### config.mk
export PLATFORM = sky130hd
export DESIGN_NAME = enc16x4_irq
export DESIGN_NICKNAME = d
export VERILOG_FILES = /design/src/rtl/enc16x4_irq.sv
export SDC_FILE = /design/constraint.sdc
export NUM_CORES = 1
export LEC_CHECK = 0
export ABC_AREA = 1
export CAP_MARGIN = 25
export CORE_UTILIZATION = 35
export CTS_CLUSTER_SIZE = 20
export DETAILED_ROUTE_END_ITERATION = 7
export PLACE_DENSITY = 0.64
export SLEW_MARGIN = 10
export SYNTH_ARGS = -nofsm -noshare
export SYNTH_HDL_FRONTEND = slang
export SYNTH_SLANG_ARGS = --single-unit
### constraint.sdc
create_clock -name clk -period 5.5 [get_ports clk]
set_input_delay 1.1 -clock clk [delete_from_list [all_inputs] [get_ports clk]]
set_output_delay 1.1 -clock clk [all_outputs]
set_load 0.03 [all_outputs]
### src/rtl/enc16x4_irq.sv
// Sticky 16-line interrupt encoder with a valid/ready output stage.
// Pending bits latch every request; the selected index is cleared when its code is accepted.
module enc16x4_irq #(
  parameter bit HI_FIRST = 1'b1
) (
  input  logic        clk,
  input  logic        rst_n,
  input  logic [15:0] req,
  input  logic [15:0] mask,
  input  logic        ready,
  output logic        valid,
  output logic [3:0]  Y,
  output logic [15:0] pend,
  output logic [4:0]  pend_cnt
);

  logic        fire;
  logic        load;
  logic [15:0] ack_mask;
  logic [15:0] cand;

  function automatic logic [3:0] encode(input logic [15:0] v);
    logic [3:0] idx;
    idx = '0;
    if (HI_FIRST) begin
      for (int i = 0; i < 16; i++) if (v[i]) idx = 4'(i);
    end else begin
      for (int i = 15; i >= 0; i--) if (v[i]) idx = 4'(i);
    end
    return idx;
  endfunction

  assign fire     = valid & ready;
  assign load     = ~valid | ready;
  assign ack_mask = fire ? (16'h0001 << Y) : 16'h0000;
  // The code being accepted this edge must not be re-selected from the same pend image.
  assign cand     = pend & ~ack_mask & ~mask;

  always_ff @(posedge clk or negedge rst_n) begin
    if (!rst_n) begin
      pend  <= '0;
      valid <= 1'b0;
      Y     <= '0;
    end else begin
      pend <= (pend & ~ack_mask) | req;
      if (load) begin
        valid <= |cand;
        if (|cand) Y <= encode(cand);
      end
    end
  end

  always_comb begin
    pend_cnt = '0;
    for (int i = 0; i < 16; i++) pend_cnt = pend_cnt + 5'(pend[i]);
  end

endmodule

==> results.json <==
{
  "cp_slowest_cell": "clkdlybuf4s50_1",
  "seq_area_frac_synth_pct": 33.2,
  "cp-end-kind": "output port",
  "hold_depth": 1,
  "multi_input_comb_area_um2": 893,
  "setup_viol": 0,
  "postRouteAntennaNets": 0,
  "hold_class": "flip-flop to flip-flop",
  "crit_buf_inv": 4,
  "hold_violations": 0,
  "fin_setup_tns_ns": 0,
  "gp_congestion": 0.846,
  "wire_per_inst_um": 12.5,
  "die_h_um": 69.3,
  "ir_drop_uv": 124,
  "grtUsageTotal_pct": 17.7,
  "overflow": 0,
  "ys.flop_type": "dfrtp_1",
  "wl_um": 3860,
  "cp-start-kind": "flip-flop",
  "synthesis.area_um2": 1580,
  "max_stage_delay_ns": 0.68,
  "yosysMostFrequentCell": "nand2_1",
  "ys_warn_count": 0,
  "skew_ns": 0.00403,
  "relSlewSlack_pct": 60.0,
  "cts_inserted_buffers": 3,
  "core_area_um2": 4350,
  "syn_avg_cell_area_um2": 8.21,
  "htreeDepth": 1,
  "postCtsHoldBufs": 0,
  "cts_max_path_buffers": 2,
  "synth-edff-count": 0,
  "p_per_area_nw_per_um2": 244,
  "grt_start_max_net_pins": 22,
  "initial_core_util_pct": 36.4,
  "ios": 61,
  "diodes": 0,
  "std_cell_rows": 24,
  "crit_type": "flip-flop to output port",
  "tightest_slew_ns": 0.598,
  "synth_top_cell_area_share_pct": 33.2,
  "p_leak_nw": 1.08,
  "netlist_top_cells_count": "nand2_1, inv_1, dfrtp_1",
  "drive_above_1_share_pct": 17.1,
  "fmaxAchievable_ghz": 0.190,
  "crit_chain": "fa_1 > inv_1 > fa_1 > fa_1 > fa_1 > inv_1 > ha_1 > inv_1 > fa_1 > xnor2_1 > clkdlybuf4s50_1",
  "dieArea_um2": 4800,
  "seq_area_um2": 526,
  "syn_inst": 193,
  "drc": 0,
  "syn_to_final_growth_pct": 46.1,
  "total_power_w": 0.000564,
  "crit_path_frequent_cell": "fa_1",
  "critPathTopFamily": "adder cells",
  "layout.cells.non_filler": 310,
  "drtPass1Iterations": 4,
  "drt-initial-drc-count": 27,
  "fin_nets": 309,
  "critical_path_arrival_ns": 4.17,
  "syn_nets": 243,
  "cts_root_buffer": "clkbuf_8",
  "antenna_found_initial": 0,
  "crit_fanout": 3,
  "cts_sinks": 21,
  "dp.cells": 305,
  "via_per_inst": 4.55,
  "synth_area_leaders": "dfrtp_1, fa_1, nand2_1",
  "cts_tree": "built",
  "min_period_over_period_pct": 95.8,
  "rsz0062_at_grt": "no",
  "slew_viol_final": 0,
  "worstSkewPairLatency_ns": 0.27,
  "hpwl_um": 3230,
  "fillers": 435,
  "io_buffer_count": 60,
  "yosys.cell_types.count": 28,
  "yosysTopAreaCell": "dfrtp_1",
  "r2r_cells": 11,
  "critPathRequiredTime_ns": 4.40,
  "ys_ff_latch": 21,
  "dieWidth_um": 69.3,
  "period_needed_ns": 5.27,
  "status": "completed",
  "async_flop_share_pct": 100,
  "max_cap_viol_count": 0,
  "cp.depth": 11,
  "vias": 1409,
  "path_clk_slew_ns": 0.09,
  "grt_pass1_vias": 1471,
  "grt_pass1_wl_um": 6730
}
## metrics by stage
stage | cell area (um^2) | hold WS [ns] | utilization (%) | setup WS [ns]
2_1_floorplan | 1580 | 0.699 | - | 0.536
3_3_place_gp | 2250 | 0.553 | 51.7 | 0.534
3_5_place_dp | 2250 | 0.559 | 51.7 | 0.497
4_1_cts | 2300 | 0.585 | 52.7 | 0.199
5_1_grt | 2310 | 0.604 | 53.1 | 0.0612
6_report | 2310 | 0.576 | 53.1 | 0.229
## layer usage
metal	GRT usage (%)	up-vias	share of wire, %
met5	0	-	0
met4	4.08	0	1.1
met3	2.47	5	3.9
met2	29.9	39	47
met1	24.0	654	48
li1	-	711	-
## layout by cell type, fill, tap and decap left out
cell / synthesis / routed
clkdlybuf4s50_1: 0 / 59
nand2_1: 47 / 47
inv_1: 37 / 37
dfrtp_1: 21 / 21
a21oi_1: 10 / 10
fa_1: 10 / 10
or2_2: 9 / 9
inv_2: 7 / 7
nor2_1: 7 / 7
nor3_2: 6 / 6
ha_1: 5 / 5
nand2_2: 4 / 4
o21ai_0: 3 / 3
nor2_4: 3 / 3
nor2_2: 3 / 3
a31oi_1: 3 / 3
clkbuf_8: 0 / 3
nand3_1: 2 / 2
o21ai_2: 2 / 2
o21ai_1: 2 / 2
o21ai_4: 2 / 2
or2_4: 2 / 2
xor2_1: 1 / 1
xnor2_1: 1 / 1
a21boi_1: 1 / 1
nor3_1: 1 / 1
a21o_1: 1 / 1
nand2_4: 1 / 1
or2_1: 1 / 1
o21bai_1: 1 / 1
clkinv_2: 0 / 1
buf_8: 0 / 1
dlymetal6s2s_1: 0 / 1
## area by class of cell
class / count / share of cell area [%]
clock buffer: 3 / 1.78
sequential: 21 / 22.7
tap: 52 / 2.81
timing repair buffer: 61 / 26.7
clock inverter: 1 / 0.216
multi-input combinational: 128 / 38.6
inverter: 44 / 7.14
## logic make-up (layout without fill, tap and decap cells)
group	count (synthesis)	after routing	synth area share (%)
AOI/OAI and AO/OA	25	25	10.5
and+or+nand+nor	86	86	28.2
DFF	21	21	33.2
buffers and inverters	44	109	10.4
xor gates and xnor gates	2	2	1.11
adders and majority gates	15	15	16.6
## sequential cells by signal, indices dropped and copies added, names as in the netlist
signal and cells:
pend 16, valid 1, Y 4
## worst paths after layout
| check | from | to | slack, ns |
|---|---|---|---|
| setup / recovery | pend[0] | pend_cnt[2] | 0.23 |
| hold / removal | pend[2] | pend[2] | 0.58 |
| setup reg to reg | Y[0] | Y[2] | 3.51 |
| hold reg to reg | pend[2] | pend[2] | 0.58 |
| max in group asynchronous | rst_n | pend[15] | 3.81 |
| min in group asynchronous | rst_n | Y[0] | 1.20 |
## timing repair
action,CTS,global route
resized for setup,0,1
setup endpoints to repair,0,1
buffers inserted,0,0
## power breakdown
part / switching (W) / internal (W) / total (W) / leakage, nW
Clock: 0.0000570 / 0.0000507 / 0.000108 / 0.0255
Sequential: 0.0000137 / 0.000163 / 0.000176 / 0.194
Combinational: 0.000156 / 0.000123 / 0.000280 / 0.863
(Power assumes the default switching activity.)
